[config.mk]
export PLATFORM = sky130hd
export DESIGN_NAME = instr_loader_flat
export DESIGN_NICKNAME = d
export VERILOG_FILES = /design/src/rtl/instr_loader_if.sv /design/src/rtl/instr_loader.sv /design/src/flat_wrapper.sv
export SDC_FILE = /design/constraint.sdc
export NUM_CORES = 1
export LEC_CHECK = 0
export ABC_AREA = 0
export CORE_UTILIZATION = 47
export DETAILED_ROUTE_END_ITERATION = 8
export PLACE_DENSITY = 0.89
export SETUP_SLACK_MARGIN = 0.15
export SKIP_LAST_GASP = 1
export SYNTH_ARGS = -nofsm -noshare
export SYNTH_HDL_FRONTEND = slang
export SYNTH_SLANG_ARGS = --single-unit
[constraint.sdc]
create_clock -name clk -period 2.35 [get_ports clk]
set_clock_uncertainty 0.05 [all_clocks]
set_input_delay 0.47 -clock clk [delete_from_list [all_inputs] [get_ports clk]]
set_output_delay 0.47 -clock clk [all_outputs]
set_load 0.05 [all_outputs]
[src/rtl/instr_loader_if.sv]
// Host word stream plus instruction-memory write port.
// Ports: in_valid/in_data/in_last/in_ready, wr_en/wr_addr/wr_data.
interface instr_loader_if #(
   parameter int D = 12
);
   logic         in_valid;
   logic [8:0]   in_data;
   logic         in_last;
   logic         in_ready;
   logic         wr_en;
   logic [D-1:0] wr_addr;
   logic [8:0]   wr_data;

   modport master (
      output in_valid, in_data, in_last,
      input  in_ready, wr_en, wr_addr, wr_data
   );

   modport slave (
      input  in_valid, in_data, in_last,
      output in_ready, wr_en, wr_addr, wr_data
   );
endinterface

[src/rtl/instr_loader.sv]
// Loads a program into instruction memory and releases the core.
// Ports: clk, reset_n, load_req, bus (slave), status and counters.
module instr_loader #(
   parameter int D = 12
) (
   input  logic         clk,
   input  logic         reset_n,
   input  logic         load_req,
   instr_loader_if.slave bus,
   output logic         busy,
   output logic         done,
   output logic         core_start,
   output logic         err,
   output logic [D:0]   word_count,
   output logic [8:0]   checksum
);

   typedef enum logic [1:0] {
      S_IDLE,
      S_LOAD,
      S_DONE,
      S_ERR
   } state_t;

   localparam logic [D:0] LAST_PTR = {1'b0, {D{1'b1}}};

   state_t       state_q, state_d;
   logic [D:0]   cnt_q, cnt_d;
   logic [8:0]   sum_q, sum_d;
   logic         wr_en_q, wr_en_d;
   logic [D-1:0] wr_addr_q, wr_addr_d;
   logic [8:0]   wr_data_q, wr_data_d;

   logic accept;
   logic at_end;
   logic restart;

   // cnt_q doubles as the write pointer; it stops at 2**D
   // because the FSM leaves LOAD on the last legal slot.
   assign accept  = bus.in_valid & (state_q == S_LOAD);
   assign at_end  = (cnt_q == LAST_PTR);
   assign restart = load_req & (state_q != S_LOAD);

   always_ff @(posedge clk or negedge reset_n) begin
      if (!reset_n) begin
         state_q <= S_IDLE;
      end else begin
         state_q <= state_d;
      end
   end

   always_comb begin
      state_d = state_q;
      unique case (state_q)
         S_LOAD: begin
            if (accept) begin
               if (bus.in_last) begin
                  state_d = S_DONE;
               end else if (at_end) begin
                  state_d = S_ERR;
               end
            end
         end
         default: begin
            if (load_req) begin
               state_d = S_LOAD;
            end
         end
      endcase
   end

   always_comb begin
      busy       = (state_q == S_LOAD);
      done       = (state_q == S_DONE);
      err        = (state_q == S_ERR);
      bus.in_ready = (state_q == S_LOAD);
      // The final write lands in the first DONE cycle only.
      core_start = (state_q == S_DONE) & wr_en_q;
   end

   always_comb begin
      cnt_d     = cnt_q;
      sum_d     = sum_q;
      wr_en_d   = accept;
      wr_addr_d = wr_addr_q;
      wr_data_d = wr_data_q;
      if (accept) begin
         cnt_d     = cnt_q + 1'b1;
         sum_d     = sum_q + bus.in_data;
         wr_addr_d = cnt_q[D-1:0];
         wr_data_d = bus.in_data;
      end else if (restart) begin
         cnt_d = '0;
         sum_d = '0;
      end
   end

   always_ff @(posedge clk or negedge reset_n) begin
      if (!reset_n) begin
         cnt_q     <= '0;
         sum_q     <= '0;
         wr_en_q   <= 1'b0;
         wr_addr_q <= '0;
         wr_data_q <= '0;
      end else begin
         cnt_q     <= cnt_d;
         sum_q     <= sum_d;
         wr_en_q   <= wr_en_d;
         wr_addr_q <= wr_addr_d;
         wr_data_q <= wr_data_d;
      end
   end

   assign bus.wr_en   = wr_en_q;
   assign bus.wr_addr = wr_addr_q;
   assign bus.wr_data = wr_data_q;
   assign word_count  = cnt_q;
   assign checksum    = sum_q;

endmodule
[src/flat_wrapper.sv]
// flat-port wrapper written by rule: the top's interface ports become plain ports
module instr_loader_flat 
#(
   parameter int D = 12
)
  (clk, reset_n, load_req, busy, done, core_start, err, word_count, checksum, bus_in_valid, bus_in_data, bus_in_last, bus_in_ready, bus_wr_en, bus_wr_addr, bus_wr_data);
  instr_loader_if #(.D(D)) bus_i ();
  input  logic clk;
  input  logic reset_n;
  input  logic load_req;
  output logic busy;
  output logic done;
  output logic core_start;
  output logic err;
  output logic [D:0] word_count;
  output logic [8:0] checksum;
  input wire logic [$bits(bus_i.in_valid)-1:0] bus_in_valid;
  input wire logic [$bits(bus_i.in_data)-1:0] bus_in_data;
  input wire logic [$bits(bus_i.in_last)-1:0] bus_in_last;
  output wire logic [$bits(bus_i.in_ready)-1:0] bus_in_ready;
  output wire logic [$bits(bus_i.wr_en)-1:0] bus_wr_en;
  output wire logic [$bits(bus_i.wr_addr)-1:0] bus_wr_addr;
  output wire logic [$bits(bus_i.wr_data)-1:0] bus_wr_data;
  assign bus_i.in_valid = bus_in_valid;
  assign bus_i.in_data = bus_in_data;
  assign bus_i.in_last = bus_in_last;
  assign bus_in_ready = bus_i.in_ready;
  assign bus_wr_en = bus_i.wr_en;
  assign bus_wr_addr = bus_i.wr_addr;
  assign bus_wr_data = bus_i.wr_data;
  instr_loader #(.D(D)) u_core (.clk(clk), .reset_n(reset_n), .load_req(load_req), .bus(bus_i), .busy(busy), .done(done), .core_start(core_start), .err(err), .word_count(word_count), .checksum(checksum));
endmodule
# Yosys cells after proc, flatten, opt, wreduce, memory -nomap -nowiden
# Index checks and enable logic that the tools add are counted.
# W data, S select, Z words.
# word_totals
out_inout_bits,49
reg_bits,46
wordCells,30
input_bits,14
# classes
n_addsub,2
eq_ne,7
n_mux,9
reduce_logical,3
bitwise,3
# ops
cell,count
$mux W13,2
$mux W9,2
$add A13 B1 Y13 const B,1
$eq A13 B12 Y1 const B,1
$mux W2,5
$add A9 B9 Y9,1
$eq A2 B2 Y1 const B,2
$ne A2 B1 Y1 const B,2
$reduce_bool A2 Y1,2
$and A1 B1 Y1,3
$ne A3 B2 Y1 const B,1
$reduce_and A3 Y1,1
$eq A2 B1 Y1 const B,1

# Longest topological paths before layout
# Gate-level depths: netlist of run 1.
# depth
ltp_word,5
ltp_mapped,7
depth_no_buf,7

# Least setup slack after synthesis of run 1
# Ideal clock, no wire load.
# synth_timing
path_kind,flip-flop to flip-flop
start,"register u_core.sum_q[0], in the netlist u_core.checksum[0]"
end,"register u_core.sum_q[8], in the netlist u_core.checksum[8]"
arrival_time_ns,2.290
path_stages_with_launch,8
slack_ns,-0.070
setup_time_ns,0.080
required_time_ns,2.220
period_less_slack_ns,2.420
path_buffers,0
path_cell_list,dfrtp_1 -> ha_1 -> fa_1 -> a211oi_2 -> o211ai_2 -> nand3_1 -> or4b_4 -> o211ai_2
# synth_via
elab_chain_cells,2
# synth_lines
item,line_no,text
"start, declared",instr_loader.sv:29,"logic [8:0] sum_q, sum_d;"
"start signal, assigned",instr_loader.sv:107,sum_q <= sum_d;
$add A9 B9 Y9,instr_loader.sv:89,sum_d = sum_q + bus.in_data;
$mux W9,instr_loader.sv:87,if (accept) begin
# No other way between the ends.
# A chain may end at the register's enable or synchronous reset.

# Worst setup path in the final report of run 1
# layout_timing
start,input bus_in_data[3]
end,"register u_core.sum_q[8], in the netlist u_core.checksum[8]"
# layout_via
elab_chain_cells,2
# layout_lines
item,line_no,text
"start, declared",flat_wrapper.sv:18,input wire logic [$bits(bus_i.in_data)-1:0] bus_in_data;
$add A9 B9 Y9,instr_loader.sv:89,
$mux W9,instr_loader.sv:87,
# No other way between the ends.

==> run summary, run 1 <==
Status -> finished with violations
Failing checks -> DRC
Peak supply drop -> 546.0 uV
FMAX -> 0.4586 GHz
Final Hold Vio Count -> 0
Post-synthesis compound-gate area fraction -> 13.99%
Pint -> 0.001941 W
Data required time of the critical path -> 2530 ps
Global route overflow -> 0
Root buffer cell -> clkbuf_8
CP max FO -> 3
Pre-CTS setup slack -> -331.0 ps
Max-Cap Viols -> 0
Largest net degree at the start of global routing -> 40
GRT Util Overall -> 23.21%
ANT cells -> 0
Sw frac -> 44.01%
Critical R2R Launch -> u_core.checksum[0]
CTS H-tree depth -> 2
Post-synthesis adder-cell area fraction -> 5.979%
Routability cong. -> 0.9121
R2R cell count -> 7
Simple-Gate Fraction of Synth Area -> 22.90%
CTS Buffer Depth -> 2
Main area contributors after synthesis -> dfrtp_1 52%, nand2_1 14%, ha_1 5.1%
Netlist Area Pre-Place -> 2218 um2
XOR/XNOR share of the synthesized area -> 2.369%
Routed wire length -> 5484 um
First-pass GRT wire length -> 9239 um
Drt first pass iters -> 7
Die Y -> 70.70 um
Clk pwr share -> 16.7%
Rows -> 24
Post-synth top area cell -> dfrtp_1
Clock sink total -> 46
Period utilization -> 92.80%
Relative slew slack -> 43.79%
Worst-Skew Late Latency -> 300 ps
Wire per inst -> 14.66 um
Via Count -> 2,035
Reg power frac -> 31.4%
Routed Antenna Nets -> 0
Largest family of logic cells by synthesized area -> simple AND/OR/NAND/NOR gates
Starting Density -> 49.92%
RSZ-0062 raised after global routing -> yes
Top-area cell type share of the netlist area -> 51.89%
Hold buffer count at CTS -> 0
Yosys warns -> 0
PortBufs -> 62
CTS clk-pin slew, worst paths -> 90 ps
Syn Nets -> 267
Critical Path Source Type -> input pin
Critical path class -> input pin to flop
Min Tclk post-route -> 2181 ps
R2r setup slk -> 180 ps
Num CTS Buffers -> 5
Post-synthesis mux area share -> 0%
Seq/Total Area, Yosys -> 51.89%
Crit path capture type -> flop
# fillers -> 329
Setup-failing EPs final -> 0
TritonCTS clock tree -> built
Layout Nets -> 345
Most frequent cells in the layout -> 82 x nand2_1, 56 x clkdlybuf4s50_1, 45 x dfrtp_1
Mapped Cells -> 243
Worst flop-to-flop path endpoint -> u_core.checksum[8]
Combinational Power Share -> 51.9%
Critical Path AT -> 2360 ps
Die area -> 4998 um2
Die Wd -> 70.70 um
Worst Setup SP -> bus_in_data[3]
Setup_tns -> 0 ps
Vias in the first global route -> 2,000
Commonest non-fill, non-tap cell in the layout -> nand2_1
P_leak -> 1.479 nW
Layout cells sized above 1 -> 12.11%
Power density of the placed cells -> 1114 nW/um2
Synth Register Bits -> 46
Psw -> 0.001526 W
Synth unique cells -> 37
Critical Path End -> u_core.checksum[8]
Area of the core -> 4444 um2
Worst-margin pin slew -> 843.1 ps
Hpwl dp -> 3863 um
Area grow syn2layout -> 40.33%
Vias per std cell -> 5.441
Mean Syn Cell Area -> 9.129 um2
I/O pin total -> 63
Fin. max-slew vios -> 0
PnR worst setup slack -> 169.3 ps
1st-iter DRT viols -> 160
Drt drc -> 12
Antenna violations before repair -> 0
Hold Path Class -> input pin to async pin
==> area by class of cell <==
cell class	instances	area [um2]	area share [%]
inverters	4	15.01	0.4823
clock buffers	7	76.32	2.452
multi-input cells	183	1018	32.72
flip-flops and latches	46	1152	37.02
clock inverters	1	30.03	0.9646
well taps	52	65.06	2.090
repair buffers	81	755.7	24.28
==> synthesized netlist by cell type <==
master / instances
nor2_1: 11
clkbuf_1: 3
a21o_2: 1
a21oi_1: 6
nand2b_2: 1
and3_1: 4
xnor2_1: 2
and2_1: 3
a211oi_1: 1
o21bai_1: 1
nor3_1: 2
o31ai_1: 2
o21ai_1: 22
o211ai_1: 4
xor2_1: 4
or4b_4: 1
a22o_1: 3
o22ai_1: 1
inv_1: 3
o21ai_0: 2
fa_1: 1
nor2b_2: 1
a211oi_2: 1
inv_2: 1
nand3_1: 6
nand2_1: 82
buf_2: 3
dfrtp_1: 46
nand4_1: 5
nor2b_1: 1
a41oi_1: 1
a31oi_1: 2
buf_4: 2
buf_1: 2
o211ai_2: 2
nand2_2: 1
ha_1: 9
==> power by group through the flow <==
| stage | combinational [W] | clock, W | sequential, W |
|---|---|---|---|
| 2_1_floorplan | 0.000623 | 0 | 0.00161 |
| 3_3_place_gp | 0.00170 | 0 | 0.00109 |
| 3_5_place_dp | 0.00174 | 0 | 0.00110 |
| 4_1_cts | 0.00178 | 0.000584 | 0.00109 |
| 5_1_grt | 0.00191 | 0.000628 | 0.00111 |
| 6_report | 0.00180 | 0.000579 | 0.00109 |
==> registers in the layout (all words and copies together) (netlist names) <==
register / flops
u_core.bus.wr_en: 1
u_core.bus.wr_data: 9
u_core.state_q: 2
u_core.word_count: 13
u_core.bus.wr_addr: 12
u_core.checksum: 9
==> through the flow <==
| stage | cell area, um2 | utilization (%) | power [W] | std cells | hold slack [ps] |
|---|---|---|---|---|---|
| after CTS | 3100 | 69.76 | 0.003452 | 373 | 254.3 |
| after global routing | 3113 | 70.05 | 0.003652 | 374 | 287.4 |
| after floorplan | 2225 | - | 0.002238 | 243 | 124.4 |
| after detailed placement | 2984 | 67.15 | 0.002837 | 364 | 412.3 |
| final | 3113 | 70.05 | 0.003467 | 374 | 212.5 |
| after global placement | 2984 | 67.15 | 0.002791 | 364 | 406.1 |
==> worst max-delay path, stage by stage <==
cell,delay (ps)
clkdlybuf4s50_1,450
ha_2,350
o21ai_1,100
o211ai_2,190
buf_4,140
a21oi_1,60
or4b_4,530
o211ai_2,70
==> per-layer routing <==
metal  track usage [%]  share of wire (%)  vias to the layer above
met3             4.986                4.4                       10
met2             39.32                 50                       50
met5                 0                  0                        -
met1             29.74                 44                      989
li1                  -                  -                      986
met4             7.778                1.6                        0
==> what timing repair did <==
item | 4_1_cts | 5_1_grt
setup endpoints to repair | 4 | 4
pin swaps | 4 | 1
setup buffers | 1 | 1
resized for setup | 5 | 2
==> cell families after synthesis <==
logic type,count (synthesis)
adders and majority gates,10
and+or+nand+nor,118
buffers and inverters,14
DFF,46
AOI/OAI and AO/OA,49
xor gates and xnor gates,6
==> how the worst min path moves through the flow <==
stage / end / slack, ps / depth (start not counted)
detailed placement: u_core.bus.wr_data[3] / 410 / 2
global placement: u_core.bus.wr_data[0] / 410 / 2
CTS: u_core.bus.wr_addr[9] / 250 / 1
global route: u_core.bus.wr_addr[3] / 290 / 1
finish: u_core.bus.wr_addr[9] / 210 / 1
floorplan: u_core.bus.wr_addr[0] / 120 / 0
Note: power is estimated with default switching activity, not from simulation.
==> inputs of run 2 (changes only) <==
--- a/config.mk
+++ b/config.mk
@@ -6,6 +6,7 @@
 export NUM_CORES = 1
 export LEC_CHECK = 0
 export ABC_AREA = 0
+export ABC_CLOCK_PERIOD_IN_PS = 2350
 export CORE_UTILIZATION = 47
 export DETAILED_ROUTE_END_ITERATION = 8
 export PLACE_DENSITY = 0.89
==> results of run 2 <==
No change in the layout: final DEF, timing and power equal those of run 1.
